File: src/rtl/fact_mmio_ctrl.sv
// MMIO sequencer for the factorial accelerator: 4-word register window, start pulse, done/timeout wait.
// Optional FACT_IRQ_EN: registered completion interrupt irq = IE & done; otherwise irq is tied low.
module fact_mmio_ctrl #(
    parameter int unsigned MAX_N   = 12,
    parameter int unsigned TIMEOUT = 1024,
    parameter int unsigned CNT_W   = 11
) (
    input  logic        clk,
    input  logic        reset,
    input  logic        sel,
    input  logic        we,
    input  logic [1:0]  addr,
    input  logic [31:0] wd,
    output logic [31:0] rd,
    output logic [3:0]  fact_n,
    output logic        fact_start,
    input  logic        fact_done,
    input  logic [31:0] fact_result,
    output logic        irq
);

    localparam logic [1:0] S_IDLE  = 2'd0;
    localparam logic [1:0] S_START = 2'd1;
    localparam logic [1:0] S_WAIT  = 2'd2;

    logic [1:0]       r_state;
    logic [3:0]       r_n;
    logic [31:0]      r_result;
    logic             r_ie;
    logic             r_done;
    logic             r_err;
    logic             r_timeout;
    logic [CNT_W-1:0] r_cnt;

    logic w_wr;
    logic w_wr_ctrl;
    logic w_wr_n;
    logic w_go;
    logic w_clr;
    logic w_busy;
    logic w_n_ok;
    logic w_expire;
    logic w_unused;

    assign w_wr      = sel & we;
    assign w_wr_ctrl = w_wr & (addr == 2'd0);
    assign w_wr_n    = w_wr & (addr == 2'd1);
    assign w_go      = w_wr_ctrl & wd[0];
    assign w_clr     = w_wr_ctrl & wd[1];
    assign w_busy    = (r_state != S_IDLE);
    assign w_n_ok    = ({28'd0, r_n} <= MAX_N);
    assign w_expire  = (r_cnt == CNT_W'(TIMEOUT - 1));
    assign w_unused  = ^wd[31:4];

    assign fact_n     = r_n;
    assign fact_start = (r_state == S_START);

    // CLR is applied ahead of GO/err updates below, so later assignments win.
    always_ff @(posedge clk or posedge reset) begin
        if (reset) begin
            r_state   <= S_IDLE;
            r_n       <= '0;
            r_result  <= '0;
            r_ie      <= 1'b0;
            r_done    <= 1'b0;
            r_err     <= 1'b0;
            r_timeout <= 1'b0;
            r_cnt     <= '0;
        end else begin
            if (w_wr_ctrl) begin
                r_ie <= wd[2];
            end
            if (w_wr_n && !w_busy) begin
                r_n <= wd[3:0];
            end
            if (w_clr) begin
                r_err     <= 1'b0;
                r_timeout <= 1'b0;
                if (!w_busy) begin
                    r_done <= 1'b0;
                end
            end
            if (w_busy && (w_go || w_wr_n)) begin
                r_err <= 1'b1;
            end
            case (r_state)
                S_IDLE: begin
                    if (w_go) begin
                        if (w_n_ok) begin
                            r_state   <= S_START;
                            r_done    <= 1'b0;
                            r_err     <= 1'b0;
                            r_timeout <= 1'b0;
                        end else begin
                            r_err <= 1'b1;
                        end
                    end
                end
                S_START: begin
                    r_cnt   <= '0;
                    r_state <= S_WAIT;
                end
                S_WAIT: begin
                    r_cnt <= r_cnt + CNT_W'(1);
                    // done takes priority over an expiring counter in the same cycle
                    if (fact_done) begin
                        r_result <= fact_result;
                        r_done   <= 1'b1;
                        r_state  <= S_IDLE;
                    end else if (w_expire) begin
                        r_err     <= 1'b1;
                        r_timeout <= 1'b1;
                        r_state   <= S_IDLE;
                    end
                end
                default: r_state <= S_IDLE;
            endcase
        end
    end

    always_comb begin
        rd = 32'd0;
        if (sel) begin
            case (addr)
                2'd0:    rd = {29'd0, r_ie, 2'b00};
                2'd1:    rd = {28'd0, r_n};
                2'd2:    rd = {28'd0, r_timeout, r_err, r_done, w_busy};
                default: rd = r_result;
            endcase
        end
    end

`ifdef FACT_IRQ_EN
    logic r_irq;

    always_ff @(posedge clk or posedge reset) begin
        if (reset) begin
            r_irq <= 1'b0;
        end else begin
            r_irq <= r_ie & r_done;
        end
    end

    assign irq = r_irq;
`else
    assign irq = 1'b0;
`endif

endmodule

File: config.mk
export PLATFORM = sky130hd
export DESIGN_NAME = fact_mmio_ctrl
export DESIGN_NICKNAME = d
export VERILOG_FILES = /design/src/rtl/fact_mmio_ctrl.sv
export SDC_FILE = /design/constraint.sdc
export NUM_CORES = 1
export LEC_CHECK = 0
export BUFFER_PORTS_ARGS = -buffer_cell sky130_fd_sc_hd__buf_2
export CAP_MARGIN = 5
export CORE_MARGIN = 4
export CORE_UTILIZATION = 48
export DETAILED_ROUTE_END_ITERATION = 8
export HOLD_SLACK_MARGIN = 0.06
export PLACE_DENSITY_LB_ADDON = 0.1
export SYNTH_ARGS = -nofsm -noshare
export SYNTH_HDL_FRONTEND = slang
export SYNTH_SLANG_ARGS = --single-unit
File: constraint.sdc
create_clock -name clk -period 2 [get_ports clk]
set_input_delay 0.4 -clock clk [delete_from_list [all_inputs] [get_ports clk]]
set_output_delay 0.4 -clock clk [all_outputs]
set_load 0.005 [all_outputs]
==> flow_metrics.env, run 1 <==
export IMPL_outcome="finished clean"
export IMPL_ys_flop_type="dfrtp_1"
export IMPL_via_per_inst=5.16
export IMPL_routedWlPerCell_um=13.9
export IMPL_whs_ns=0.125
export IMPL_cp_arrival_ns=1.48
export IMPL_ys_seq_area_share_pct=51.3
export IMPL_dieWidth_um=81.4
export IMPL_p_sw_share_pct=29.7
export IMPL_wl_met2_um=2470
export IMPL_syn2layout_area_growth_pct=23.2
export IMPL_antenna_found_initial=0
export IMPL_drive_gt1_share_pct=33.9
export IMPL_coreArea_mm2=0.00517
export IMPL_h_tree_depth=2
export IMPL_dp_hpwl_um=3750
export IMPL_synthSimpleGateAreaFrac_pct=16.6
export IMPL_grt_ovfl_total=0
export IMPL_cts_buffer_depth=2
export IMPL_gp_congestion=0.769
export IMPL_required_ns=1.60
export IMPL_fmax_mhz=531
export IMPL_clk_pin_slew_ns=0.09
export IMPL_finalSetupViolations=0
export IMPL_r2r_slack_ns=0.23
export IMPL_cts_tree="built"
export IMPL_post_cts_buffers=0
export IMPL_grt_max_degree=54
export IMPL_multiInputGateArea_mm2=0.00119
export IMPL_syn_avg_cell_area_um2=11.6
export IMPL_post_route_period_util_pct=94.1
export IMPL_grt_util_all_layers_pct=16.8
export IMPL_ys_warnings_count=0
export IMPL_postRouteAntennaNets=0
export IMPL_rsz0062_at_grt="no"
export IMPL_ir_drop_mv=0.596
export IMPL_synthDistinctLibCells=42
export IMPL_seq_area_mm2=0.00133
export IMPL_numPortBuffers=79
export IMPL_synthCells=223
export IMPL_drc_errors=0
export IMPL_n_fill_cell=453
export IMPL_synthMuxAreaShare_pct=18.6
export IMPL_power_frac_seq_pct=53.3
export IMPL_synthArstFlopShare_pct=100
export IMPL_drt_total_wl_um=5190
export IMPL_cts_root_buf="clkbuf_8"
export IMPL_critPathKind="reg -> out"
export IMPL_p_int_uw=2230
export IMPL_rows=26
export IMPL_path_cells="mux4_2, and2_1, buf_2"
export IMPL_path_max_fanout=4
export IMPL_syn_nets=298
export IMPL_synth_area_mm2=0.00259
export IMPL_leakagePower_uw=0.00160
export IMPL_power_switching_uw=945
export IMPL_ys_ff_latch=53
export IMPL_synth_xor_area_share_pct=1.69
export IMPL_skew_ns=0.00704
export IMPL_synth_edf_count=0
export IMPL_critical_path_slowest_cell="mux4_2"
export IMPL_drt_iter0_drc=68
export IMPL_first_global_vias=1844
export IMPL_min_period_ns=1.88
export IMPL_diodes=0
export IMPL_synth_compound_area_share_pct=6.53
export IMPL_tns_ns=0
export IMPL_cap_violations=0
export IMPL_slew_violations=0
export IMPL_hold_class="in -> async"
export IMPL_pwr_density_cell_mw_per_mm2=997
export IMPL_ios=109
export IMPL_grt_pass1_wl_um=8580
export IMPL_met1Wirelength_um=2330
export IMPL_clockPowerShare_pct=17.9
export IMPL_start_util_pct=50.0
export IMPL_critPathLaunchType="flop"
export IMPL_die_h_um=81.4
export IMPL_synth_top_family_by_area="multiplexers"
export IMPL_ctsHoldBuffers=0
export IMPL_cts_resized_gates=0
export IMPL_vias=1929
export IMPL_highest_layer="met4"
export IMPL_cts_sinks=53
export IMPL_combPwrFrac_pct=28.8
export IMPL_fin_nets=378
export IMPL_dieArea_mm2=0.00663
export IMPL_report_final_hold_viol_count=0
export IMPL_synthAdderAreaFrac_pct=1.94
export IMPL_dr_pass1_iters=4
export IMPL_insertion_delay_ns=0.30
export IMPL_cts_buffers=5
export IMPL_end_kind="output port"
export IMPL_dr_wl_met3_um=323
export IMPL_slowest_delay_ns=0.47
## cells in the mapped netlist, types with 2 or more instances
master | count | area, um^2
o211ai_1 | 2 | 15.0
buf_2 | 6 | 30.0
and3_1 | 2 | 12.5
nand2_1 | 11 | 41.3
inv_1 | 7 | 26.3
mux2_1 | 35 | 394
clkbuf_1 | 4 | 15.0
o21ai_0 | 6 | 30.0
nand3_1 | 5 | 25.0
mux2_2 | 4 | 45.0
a22o_1 | 2 | 17.5
dfrtp_1 | 53 | 1330
ha_1 | 4 | 50.1
or3_1 | 3 | 18.8
a21oi_1 | 6 | 30.0
xor2_1 | 4 | 35.0
a22oi_1 | 4 | 30.0
mux2i_1 | 2 | 20.0
nor2_1 | 8 | 30.0
nand4_1 | 2 | 12.5
nor2b_1 | 4 | 25.0
and2_1 | 29 | 181
## sequential cells by signal, indices dropped and copies added (netlist names)
name,count
r_err,1
r_result,32
r_state,2
fact_n,4
r_timeout,1
r_ie,1
r_cnt,11
r_done,1
## cell families after synthesis
| group | after synthesis |
|---|---|
| other | 1 |
| AOI/OAI and AO/OA | 26 |
| muxes | 42 |
| xor gates and xnor gates | 5 |
| and+or+nand+nor | 73 |
| DFF | 53 |
| buffers and inverters | 19 |
| adders and majority gates | 4 |
## worst max-delay path, delay by kind of cell, from the launching register on
kind	cells	cell delay, ns
multiplexers	1	0.47
buffers and inverters	1	0.12
AND/OR/NAND/NOR	1	0.17
flip-flops	1	0.43
## worst paths after layout
| path | startpoint | to | cells past startpoint |
|---|---|---|---|
| max reg2reg | r_cnt[0] | r_state[1] | 5 |
| max | fact_n[2] | rd[2] | 3 |
| max in group asynchronous | reset | r_result[28] | 3 |
| min | reset | r_cnt[10] | 3 |
| min reg2reg | r_result[17] | r_result[17] | 1 |
| min in group clk | fact_result[13] | r_result[13] | 2 |
## per-stage QoR
step	cells	util (%)	instance area [um^2]	worst slack, ns	total power [uW]
2_1_floorplan	223	-	2590	0.314	2270
3_3_place_gp	366	59.8	3090	0.193	2570
3_5_place_dp	366	59.8	3090	0.163	2620
4_1_cts	374	61.4	3170	0.0316	3200
5_1_grt	374	61.6	3190	0.0244	3440
6_report	374	61.6	3190	0.118	3180
## power by group through the flow
stage,combinational (uW),sequential [uW],clock (uW)
finish,913,1690,569
global route,1040,1750,644
CTS,908,1690,594
detailed placement,904,1710,0
global placement,878,1690,0
floorplan,614,1650,0
## per-layer routing
layer / global-route usage (%) / vias up
li1: - / 934
met1: 21.6 / 937
met2: 27.7 / 52
met3: 4.10 / 6
met4: 5.41 / 0
met5: 0 / -
## layout make-up
| cell class | count | area share [%] |
|---|---|---|
| clock buffers | 6 | 2.28 |
| clock inverters | 2 | 0.314 |
| flip-flops and latches | 53 | 41.6 |
| multi-input cells | 151 | 37.3 |
| repair buffers | 84 | 14.8 |
| inverters | 8 | 0.942 |
| well taps | 70 | 2.75 |
## layout by cell type, fill, tap and decap left out, types with 3 or more instances in the layout
cell type | Yosys | layout
mux2_1 | 35 | 35
o21ai_0 | 6 | 6
nor2_1 | 8 | 8
buf_2 | 6 | 79
inv_1 | 7 | 6
nand2_1 | 11 | 11
or3_1 | 3 | 3
clkbuf_8 | 0 | 5
a22oi_1 | 4 | 4
dfrtp_1 | 53 | 53
a21oi_1 | 6 | 6
xor2_1 | 4 | 4
nand3_1 | 5 | 5
nor2b_1 | 4 | 4
mux2_2 | 4 | 4
ha_1 | 4 | 3
buf_12 | 0 | 3
and2_1 | 29 | 29
(Power assumes the default switching activity.)
==> inputs of run 2 (changes only) <==
--- a/config.mk
+++ b/config.mk
@@ -7,8 +7,10 @@
 export LEC_CHECK = 0
 export BUFFER_PORTS_ARGS = -buffer_cell sky130_fd_sc_hd__buf_2
 export CAP_MARGIN = 5
+export CELL_PAD_IN_SITES_DETAIL_PLACEMENT = 0
+export CELL_PAD_IN_SITES_GLOBAL_PLACEMENT = 1
 export CORE_MARGIN = 4
-export CORE_UTILIZATION = 48
+export CORE_UTILIZATION = 36
 export DETAILED_ROUTE_END_ITERATION = 8
 export HOLD_SLACK_MARGIN = 0.06
 export PLACE_DENSITY_LB_ADDON = 0.1
==> run 2 against run 1 <==
  * Wire length increased by 6.8%
  * Total power increased by 4.0%
  * Largest power group unchanged
  * Core utilization decreased by 14 points
  * Critical path depth unchanged
  * Register-to-register slack got worse by 0.02 ns
  * Combinational power decreased by 2.8%
  * Setup slack improved by 0.026 ns
  * Critical endpoint unchanged
  * Final area increased by 1.9%
==> flow_metrics.env, run 2 (synthesized netlist as in run 1, its figures left out) <==
export IMPL_leakagePower_uw=0.00162
export IMPL_cts_buffer_depth=2
export IMPL_cts_root_buf="clkbuf_8"
export IMPL_clk_pin_slew_ns=0.10
export IMPL_first_global_vias=1819
export IMPL_h_tree_depth=2
export IMPL_syn2layout_area_growth_pct=25.5
export IMPL_min_period_ns=1.86
export IMPL_postRouteAntennaNets=0
export IMPL_ir_drop_mv=0.374
export IMPL_use_met2_pct=20.5
export IMPL_grt_pass1_wl_um=9300
export IMPL_n_fill_cell=667
export IMPL_routedWlPerCell_um=13.8
export IMPL_insertion_delay_ns=0.31
export IMPL_grt_util_all_layers_pct=13.5
export IMPL_grt_max_degree=54
export IMPL_antenna_found_initial=0
export IMPL_rows=30
export IMPL_critPathLaunchType="flop"
export IMPL_top_usage_layer="met2"
export IMPL_final_cell_area_mm2=0.00325
export IMPL_drt_total_wl_um=5540
export IMPL_p_sw_share_pct=29.1
export IMPL_finalSetupViolations=0
export IMPL_rsz0062_at_grt="no"
export IMPL_largest_register_ffs=32
export IMPL_post_route_period_util_pct=92.8
export IMPL_cts_buffers=5
export IMPL_layout_common_cells="79 x buf_2, 53 x dfrtp_1, 35 x mux2_1"
export IMPL_diodes=0
export IMPL_fin_nets=379
export IMPL_skew_ns=0.0113
export IMPL_gp_congestion=0.763
export IMPL_power_switching_uw=963
export IMPL_critPathKind="reg -> out"
export IMPL_required_ns=1.60
export IMPL_cts_sinks=53
export IMPL_vias=1869
export IMPL_die_h_um=92.8
export IMPL_end_kind="output port"
export IMPL_slowest_delay_ns=0.45
export IMPL_drc_errors=0
export IMPL_p_int_uw=2340
export IMPL_path_cells="mux4_2, and2_1, buf_2"
export IMPL_cts_tree="built"
export IMPL_critical_path_slowest_cell="mux4_2"
export IMPL_dp_hpwl_um=4060
export IMPL_total_power_uw=3300
export IMPL_path_max_fanout=4
export IMPL_outcome="finished clean"
export IMPL_combPwrFrac_pct=26.9
export IMPL_hold_class="in -> async"
export IMPL_fmax_mhz=539
export IMPL_ios=109
export IMPL_grt_ovfl_total=0
export IMPL_placed_area_mm2=0.00313
export IMPL_dieWidth_um=92.8
export IMPL_drive_gt1_share_pct=34.1
export IMPL_dieArea_mm2=0.00860
export IMPL_report_final_hold_viol_count=0
export IMPL_dr_pass1_iters=4
export IMPL_fin_util_pct=47.3
export IMPL_start_util_pct=37.7
export IMPL_drt_iter0_drc=85
export IMPL_pwr_density_cell_mw_per_mm2=1020
export IMPL_numPortBuffers=79
export IMPL_top_register="r_result"
export IMPL_coreArea_mm2=0.00687
export IMPL_via_per_inst=4.66
export IMPL_final_common_cell="buf_2"
export IMPL_cp_arrival_ns=1.46
export IMPL_use_met1_pct=19.2
export IMPL_slew_violations=0
export IMPL_clockPowerShare_pct=22.1
export IMPL_met3_usage_pct=3.57
export IMPL_tns_ns=0
export IMPL_power_frac_seq_pct=51.0
export IMPL_cap_violations=0
export IMPL_post_cts_buffers=0
-- run 2: cell types whose count changed in the layout (fill, tap and decap cells not counted) --
cell / previous run / this run
o21ai_1: 0 / 1
ha_4: 1 / 0
clkinvlp_4: 0 / 1
buf_4: 2 / 3
clkbuf_1: 1 / 0
o21ai_0: 6 / 5
bufinv_16: 0 / 1
clkinv_4: 0 / 1
ha_1: 3 / 4
clkinv_2: 2 / 0
-- run 2: routing by layer --
metal / share of wire [%] / vias up
li1: - / 941
met1: 50 / 876
met2: 43 / 50
met3: 6.1 / 2
met4: 0.52 / 0
met5: 0 / -
-- run 2: final timing paths --
| kind | start | to | slack [ns] | cells after the start |
|---|---|---|---|---|
| max | fact_n[2] | rd[2] | 0.14 | 3 |
| min | reset | r_result[15] | 0.13 | 3 |
| max reg2reg | r_state[1] | r_cnt[6] | 0.21 | 5 |
| min reg2reg | r_result[23] | r_result[23] | 0.49 | 1 |
| max in group asynchronous | reset | r_cnt[7] | 1.63 | 3 |
| min in group clk | fact_result[15] | r_result[15] | 0.29 | 2 |
-- run 2: cell type report --
cell class / instances / area (um^2) / area share [%]
Multi-Input combinational cell: 151 / 1180 / 36.3
Sequential cell: 53 / 1330 / 40.8
Inverter: 8 / 30.0 / 0.925
Tap cell: 96 / 120 / 3.70
Clock inverter: 3 / 46.3 / 1.43
Clock buffer: 5 / 68.8 / 2.12
Timing Repair Buffer: 85 / 478 / 14.7
-- run 2: through the flow --
stage | cells | hold slack [ns] | setup slack (ns)
after global placement | 393 | 0.465 | 0.179
after detailed placement | 393 | 0.473 | 0.180
after CTS | 401 | 0.131 | 0.102
after floorplan | 223 | 0.456 | 0.314
after global routing | 401 | 0.140 | 0.00602
final | 401 | 0.128 | 0.145
-- run 2: timing repair --
| item | CTS | global route |
|---|---|---|
| setup endpoints to repair | 0 | 1 |
| resized for setup | 0 | 1 |
| hold buffers | 0 | 0 |
-- run 2: worst max-delay path, delay by kind of cell (launching register included) --
| family | cells | cell delay [ns] |
|---|---|---|
| muxes | 1 | 0.45 |
| and+or+nand+nor | 1 | 0.16 |
| buffers and inverters | 1 | 0.12 |
| DFF | 1 | 0.43 |
-- run 2: power by group through the flow --
| stage | combinational [uW] | sequential (uW) | clock (uW) |
|---|---|---|---|
| final | 887 | 1680 | 731 |
| after global routing | 1020 | 1740 | 808 |
| after CTS | 913 | 1680 | 769 |
| after detailed placement | 912 | 1710 | 0 |
| after global placement | 894 | 1690 | 0 |
| after floorplan | 614 | 1650 | 0 |
